[src/rtl/alu_cmd_sequencer.sv]
// Command sequencer for the 4-bit ALU: accepts commands, iterates the
// accumulator through the ALU and returns the result over valid/ready.
module alu_cmd_sequencer #(
   parameter int WIDTH = 4,
   parameter int REP_W = 4
) (
   input  logic             clk,
   input  logic             rst_n,
   input  logic             cmd_valid,
   output logic             cmd_ready,
   input  logic             cmd_load,
   input  logic [1:0]       cmd_op,
   input  logic [WIDTH-1:0] cmd_operand,
   input  logic [REP_W-1:0] cmd_rep,
   output logic             rsp_valid,
   input  logic             rsp_ready,
   output logic [WIDTH-1:0] rsp_data,
   output logic             rsp_zero,
   output logic [1:0]       alu_op,
   output logic [WIDTH-1:0] alu_a,
   output logic [WIDTH-1:0] alu_b,
   input  logic [WIDTH-1:0] alu_f,
   output logic             busy
);

   localparam logic [1:0] IDLE = 2'd0;
   localparam logic [1:0] EXEC = 2'd1;
   localparam logic [1:0] RESP = 2'd2;

   logic [1:0]       state;
   logic [WIDTH-1:0] acc;
   logic [1:0]       op_q;
   logic [WIDTH-1:0] operand_q;
   logic [REP_W-1:0] iter_cnt;
   logic             cmd_fire;
   logic             rsp_fire;
   logic             last_iter;

   assign cmd_ready = rst_n && (state == IDLE);
   assign cmd_fire  = cmd_valid && cmd_ready;
   assign rsp_valid = (state == RESP);
   assign rsp_fire  = rsp_valid && rsp_ready;
   assign last_iter = (iter_cnt == REP_W'(1));

   // Response fields are gated so nothing leaks out before a result exists
   assign rsp_data = rsp_valid ? acc : '0;
   assign rsp_zero = rsp_valid && (acc == '0);
   assign busy     = (state != IDLE);

   assign alu_a  = acc;
   assign alu_b  = operand_q;
   assign alu_op = op_q;

   always_ff @(posedge clk) begin
      if (!rst_n) begin
         state     <= IDLE;
         acc       <= '0;
         op_q      <= 2'b00;
         operand_q <= '0;
         iter_cnt  <= '0;
      end else begin
         case (state)
            IDLE: begin
               if (cmd_fire) begin
                  if (cmd_load) begin
                     acc   <= cmd_operand;
                     state <= RESP;
                  end else begin
                     op_q      <= cmd_op;
                     operand_q <= cmd_operand;
                     iter_cnt  <= (cmd_rep == '0) ? REP_W'(1) : cmd_rep;
                     state     <= EXEC;
                  end
               end
            end
            EXEC: begin
               acc      <= alu_f;
               iter_cnt <= iter_cnt - REP_W'(1);
               if (last_iter) begin
                  state <= RESP;
               end
            end
            RESP: begin
               if (rsp_fire) begin
                  state <= IDLE;
               end
            end
            default: begin
               state <= IDLE;
            end
         endcase
      end
   end

endmodule
[config.mk]
export PLATFORM = sky130hd
export DESIGN_NAME = alu_cmd_sequencer
export DESIGN_NICKNAME = d
export VERILOG_FILES = /design/src/rtl/alu_cmd_sequencer.sv
export SDC_FILE = /design/constraint.sdc
export NUM_CORES = 1
export LEC_CHECK = 0
export CAP_MARGIN = 15
export CORE_MARGIN = 2
export CORE_UTILIZATION = 42
export DETAILED_ROUTE_END_ITERATION = 10
export GPL_TIMING_DRIVEN = 0
export MAX_ROUTING_LAYER = met4
export PLACE_DENSITY = 0.83
export SLEW_MARGIN = 20
export SYNTH_ARGS = -nofsm -noshare
export SYNTH_HDL_FRONTEND = slang
export SYNTH_SLANG_ARGS = --single-unit
[constraint.sdc]
create_clock -name clk -period 1.6 [get_ports clk]
set_input_delay 0.32 -clock clk [delete_from_list [all_inputs] [get_ports clk]]
set_output_delay 0.32 -clock clk [all_outputs]
set_load 0.005 [all_outputs]
======== Word-level counts from Yosys, hierarchy flattened ========
Index checks and enable logic that the tools add are counted.
storage, ports and cells
  register bits ........................... 16
  input port bits ......................... 19
  logic and storage cells ................. 41
operators by class
  $add $sub $neg .......................... 1
  equal/unequal tests ..................... 8
  muxes and demuxes ....................... 13
  bitwise gates (word level) .............. 1
  reductions and logical operators ........ 13
operator list
  kind                   number
  $mux W4                6
  $pmux W4 S2            2
  $reduce_and A3 Y1      4
  $logic_not A4 Y1       2
  $mux W2                4
  $ne A2 B2 Y1 const B   4
  $pmux W2 S3            1
  $eq A4 B1 Y1 const B   1
  $logic_and A1 B1 Y1    4
  $reduce_bool A2 Y1     2
  $sub A4 B1 Y4 const B  1
  $eq A2 B1 Y1 const B   1
  $eq A2 B2 Y1 const B   1
  $logic_not A2 Y1       1
  $ne A2 B1 Y1 const B   1
  $not A1 Y1             1

======== Longest topological paths before layout ========
  depth after elaboration ................. 5
  depth in mapped cells ................... 5
  mapped depth without buffers ............ 5

======== Worst setup path before layout ========
Ideal clock, no wire load.
  kind .................................... reg-to-reg
  start point ............................. register state[0]
  end point ............................... register iter_cnt[0]
  setup time .............................. 0.125 ns
  data arrival time ....................... 1.345 ns
  path slack .............................. 0.130 ns
  stages on the path, launching flop included .. 6
  period minus slack after synthesis ...... 1.470 ns
  path through ............................ dfxtp_1 buf_6 or4b_4 buf_6 nor4_4 a211oi_1
on the way
  cells in the longest elaborated chain, start to end .. 5
ends and longest elaborated chain
  what                         line    RTL
  start: declaration           30      logic [1:0] state;
  start signal: assignment     56      state <= IDLE;
  start signal: assignment     67      state <= RESP;
  start signal: assignment     72      state <= EXEC;
  $logic_not A2 Y1             39, 62
  $logic_and A1 B1 Y1          39      assign cmd_ready = rst_n && (state == IDLE);
  $logic_and A1 B1 Y1          40      assign cmd_fire = cmd_valid && cmd_ready;
  $ne A2 B2 Y1 (no line)       -
  $reduce_and A3 Y1 (no line)  -
  end signal: assignment       71      iter_cnt <= (cmd_rep == '0) ? REP_W'(1) : cmd_rep;
  end signal: assignment       78      iter_cnt <= iter_cnt - REP_W'(1);
  end: declaration             34      logic [REP_W-1:0] iter_cnt;
Several ways; a longest one is shown, not always the timed one.
A chain may end at the register's enable or synchronous reset.

======== Worst setup path in the final report ========
  start point ............................. register state[1]
  end point ............................... register operand_q[3] (netlist: alu_b[3])
on the way
  cells in the longest elaborated chain, start to end .. 4
ends and longest elaborated chain
  what                             line    RTL
  $logic_not A2 Y1 (*)             39, 62
  $logic_and A1 B1 Y1              39
  $logic_and A1 B1 Y1              40
  $reduce_and A3 Y1 (no line) (*)  -
  end signal: assignment           70      operand_q <= cmd_operand;
  end: declaration                 33      logic [WIDTH-1:0] operand_q;
Mark *: on every way between the ends. The rest lies on a longest branch, timed or not.

==> flow_metrics.py <==
metrics = {
    "clocking": {
        "path_clk_slew_ps": 100,
        "cts_buffer_depth": 2,
        "ctsHoldBuffers": 0,
        "cts-root-buf": "clkbuf_4",
        "clk_latency_ps": 300,
        "cts-buffers-inserted": 3,
        "cts_tree": "yes",
        "h-tree-depth": 1,
        "cts.sinks": 16,
    },
    "floorplanning": {
        "chipHeight_um": 51.0,
        "start_util_pct": 45.8,
        "die_area_um2": 2600,
        "core_area_um2": 2020,
        "rows": 16,
        "ioPinCount": 37,
        "die_w_um": 51.0,
    },
    "global_routing": {
        "grt_max_degree": 11,
        "grt_usage_pct": 20.2,
        "grt_first_pass_wirelength_um": 3910,
        "antenna_found_initial": 0,
        "first_global_vias": 903,
        "overflow": 0,
    },
    "worst_setup_path": {
        "endpoint_kind": "register",
        "criticalPathCategory": "register to register",
        "worstReg2RegStart": "state[1]",
        "crit_path_end": "alu_b[3]",
        "rrSetupSlack_ps": -30,
        "required_ps": 1780,
        "startpoint": "state[1]",
        "path_max_fanout": 6,
        "crit-reg2reg-capture": "alu_b[3]",
        "start_kind": "register",
        "cp.arrival_ps": 1810,
        "reg2reg_depth": 5,
    },
    "sta": {
        "rsz0062_at_grt": "yes",
        "worstMarginPinSlew_ps": 601,
        "max_freq_mhz": 612,
        "min_period_ps": 1630,
        "skew_ps": 4.46,
        "finalSetupViolations": 2,
        "final-hold-violation-count": 0,
        "relSlewSlack_pct": 59.7,
        "fin_ws_ps": -33.2,
        "drv_slew": 0,
        "min_period_over_period_pct": 102,
    },
    "synthesis": {
        "syn_area_um2": 926,
        "synth_top_area_share_pct": 34.6,
        "yosys_register_bits": 16,
        "synth_area_leader_cell": "dfxtp_1",
        "synthTopCellsByArea": "dfxtp_1, buf_6, a21oi_1",
        "syn_nets": 119,
        "synth_cells": 98,
        "yosys_warnings": 0,
        "synth_cell_types": 33,
        "synth.yosys.seq_area_share_pct": 34.6,
        "synth.avg_cell_area_um2": 9.45,
    },
    "finish": {
        "post-route-util_pct": 69.3,
        "antenna_cells": 0,
        "final_cell_mix": "clkdlybuf4s50_1, dfxtp_1, a21oi_1",
        "drive_above_1_share_pct": 22.0,
        "syn_to_final_growth_pct": 51.4,
        "final_common_cell": "clkdlybuf4s50_1",
        "finalNetCount": 164,
    },
    "hold_path": {
        "hp-class": "input pin to register",
    },
    "placed_design": {
        "io_buffer_count": 35,
        "globalplace.congestion": 0.808,
        "place_ws_ps": -324,
        "place_hpwl_um": 1670,
    },
    "routing": {
        "firstDrtPassIters": 4,
        "drt-wirelength-per-cell_um": 15.4,
        "ant_nets": 0,
        "vias": 953,
        "drc": 0,
        "first_iter_violations": 10,
        "vias_per_cell": 5.67,
        "drt_wl_total_um": 2590,
    },
    "power_and_ir_drop": {
        "power_density_nw_per_um2": 704,
        "peakVddDrop_v": 0.000596,
        "p_leak_nw": 0.529,
    },
    "run": {
        "drv_cap": 0,
    },
    "status": {
        "status": "complete, but fails checks",
        "violations": "setup timing",
    },
}
[where the power goes]
part           switching [mW]  internal, mW
registers              0.0252         0.427
clock network           0.137        0.0878
logic                   0.140         0.169
[worst max-delay path, stage by stage, from the launching register on]
cell	delay, ps
dfxtp_4	370
buf_6	120
or4b_4	580
clkbuf_16	180
o21ai_1	140
a21oi_1	110
[sequential cells by signal (all words and copies together) (netlist names)]
signal    flops
alu_a         4
alu_b         4
iter_cnt      4
alu_op        2
state         2
[cell families (layout without fill, tap and decap cells)]
group                    Yosys count  count (layout)  synth area share, %
AO/OA/AOI/OAI                     33              33                 26.5
AND/OR/NAND/NOR                   30              30                 22.4
flip-flops                        16              16                 34.6
buffers and inverters             12              55                 8.51
multiplexers                       4               4                 4.32
adder cells (fa/ha/maj)            2               2                 2.70
XOR/XNOR                           1               1                0.946
[through the flow]
step / power (mW) / area [µm²] / cells / hold slack [ps] / TNS, ps
global placement: 0.735 / 1310 / 160 / 463 / -4300
finish: 0.987 / 1400 / 168 / 282 / -41.6
floorplan: 0.617 / 926 / 98 / 447 / 0
global route: 1.05 / 1400 / 168 / 264 / -357
CTS: 0.963 / 1350 / 165 / 285 / 0
detailed placement: 0.743 / 1310 / 160 / 469 / -4620
[cells in the mapped netlist (all sizes together)]
master	count
nand2	1
a31oi	1
or4b	1
o211ai	4
a221oi	1
dfxtp	16
xnor2	1
nor3	4
a311oi	2
nor4	1
nand3b	1
o41ai	4
clkbuf	3
mux2i	4
nand3	7
or2	1
nand2b	2
o21ai	7
a21o	1
nor2	4
nand4b	1
a211oi	3
o311ai	1
and2	4
a21oi	8
nor4b	1
inv	4
and2b	1
a2111oi	1
buf	5
ha	2
nor2b	1
[cell type report]
type | instances | area [µm²]
Buffer | 8 | 77.6
Tap cell | 27 | 33.8
Inverter | 4 | 15.0
Sequential cell | 16 | 324
Fill cell | 164 | 621
Timing Repair Buffer | 40 | 382
Clock buffer | 3 | 22.5
Multi-Input combinational cell | 70 | 547
[repair_timing]
action,4_1_cts,5_1_grt
setup buffers,2,2
setup endpoints to repair,11,17
pin swaps,0,5
gates cloned,0,1
resized for setup,24,15
[layer usage]
metal | up-vias | GRT usage (%) | wire length (µm)
met2 | 44 | 33.1 | 1270
met1 | 440 | 24.3 | 1100
met4 | 0 | 11.3 | 87
met3 | 9 | 2.05 | 128
met5 | - | - | 0
li1 | 460 | - | -
[worst min-delay path by stage]
stage                      startpoint           to  slack (ps)  depth (start not counted)
after detailed placement     alu_b[3]     alu_b[3]         470                          2
after CTS                       rst_n     state[0]         290                          3
after floorplan           iter_cnt[3]  iter_cnt[3]         450                          1
after global routing            rst_n     state[0]         260                          3
final                           rst_n     state[0]         280                          3
after global placement       alu_b[3]     alu_b[3]         460                          2
(Power assumes the default switching activity.)
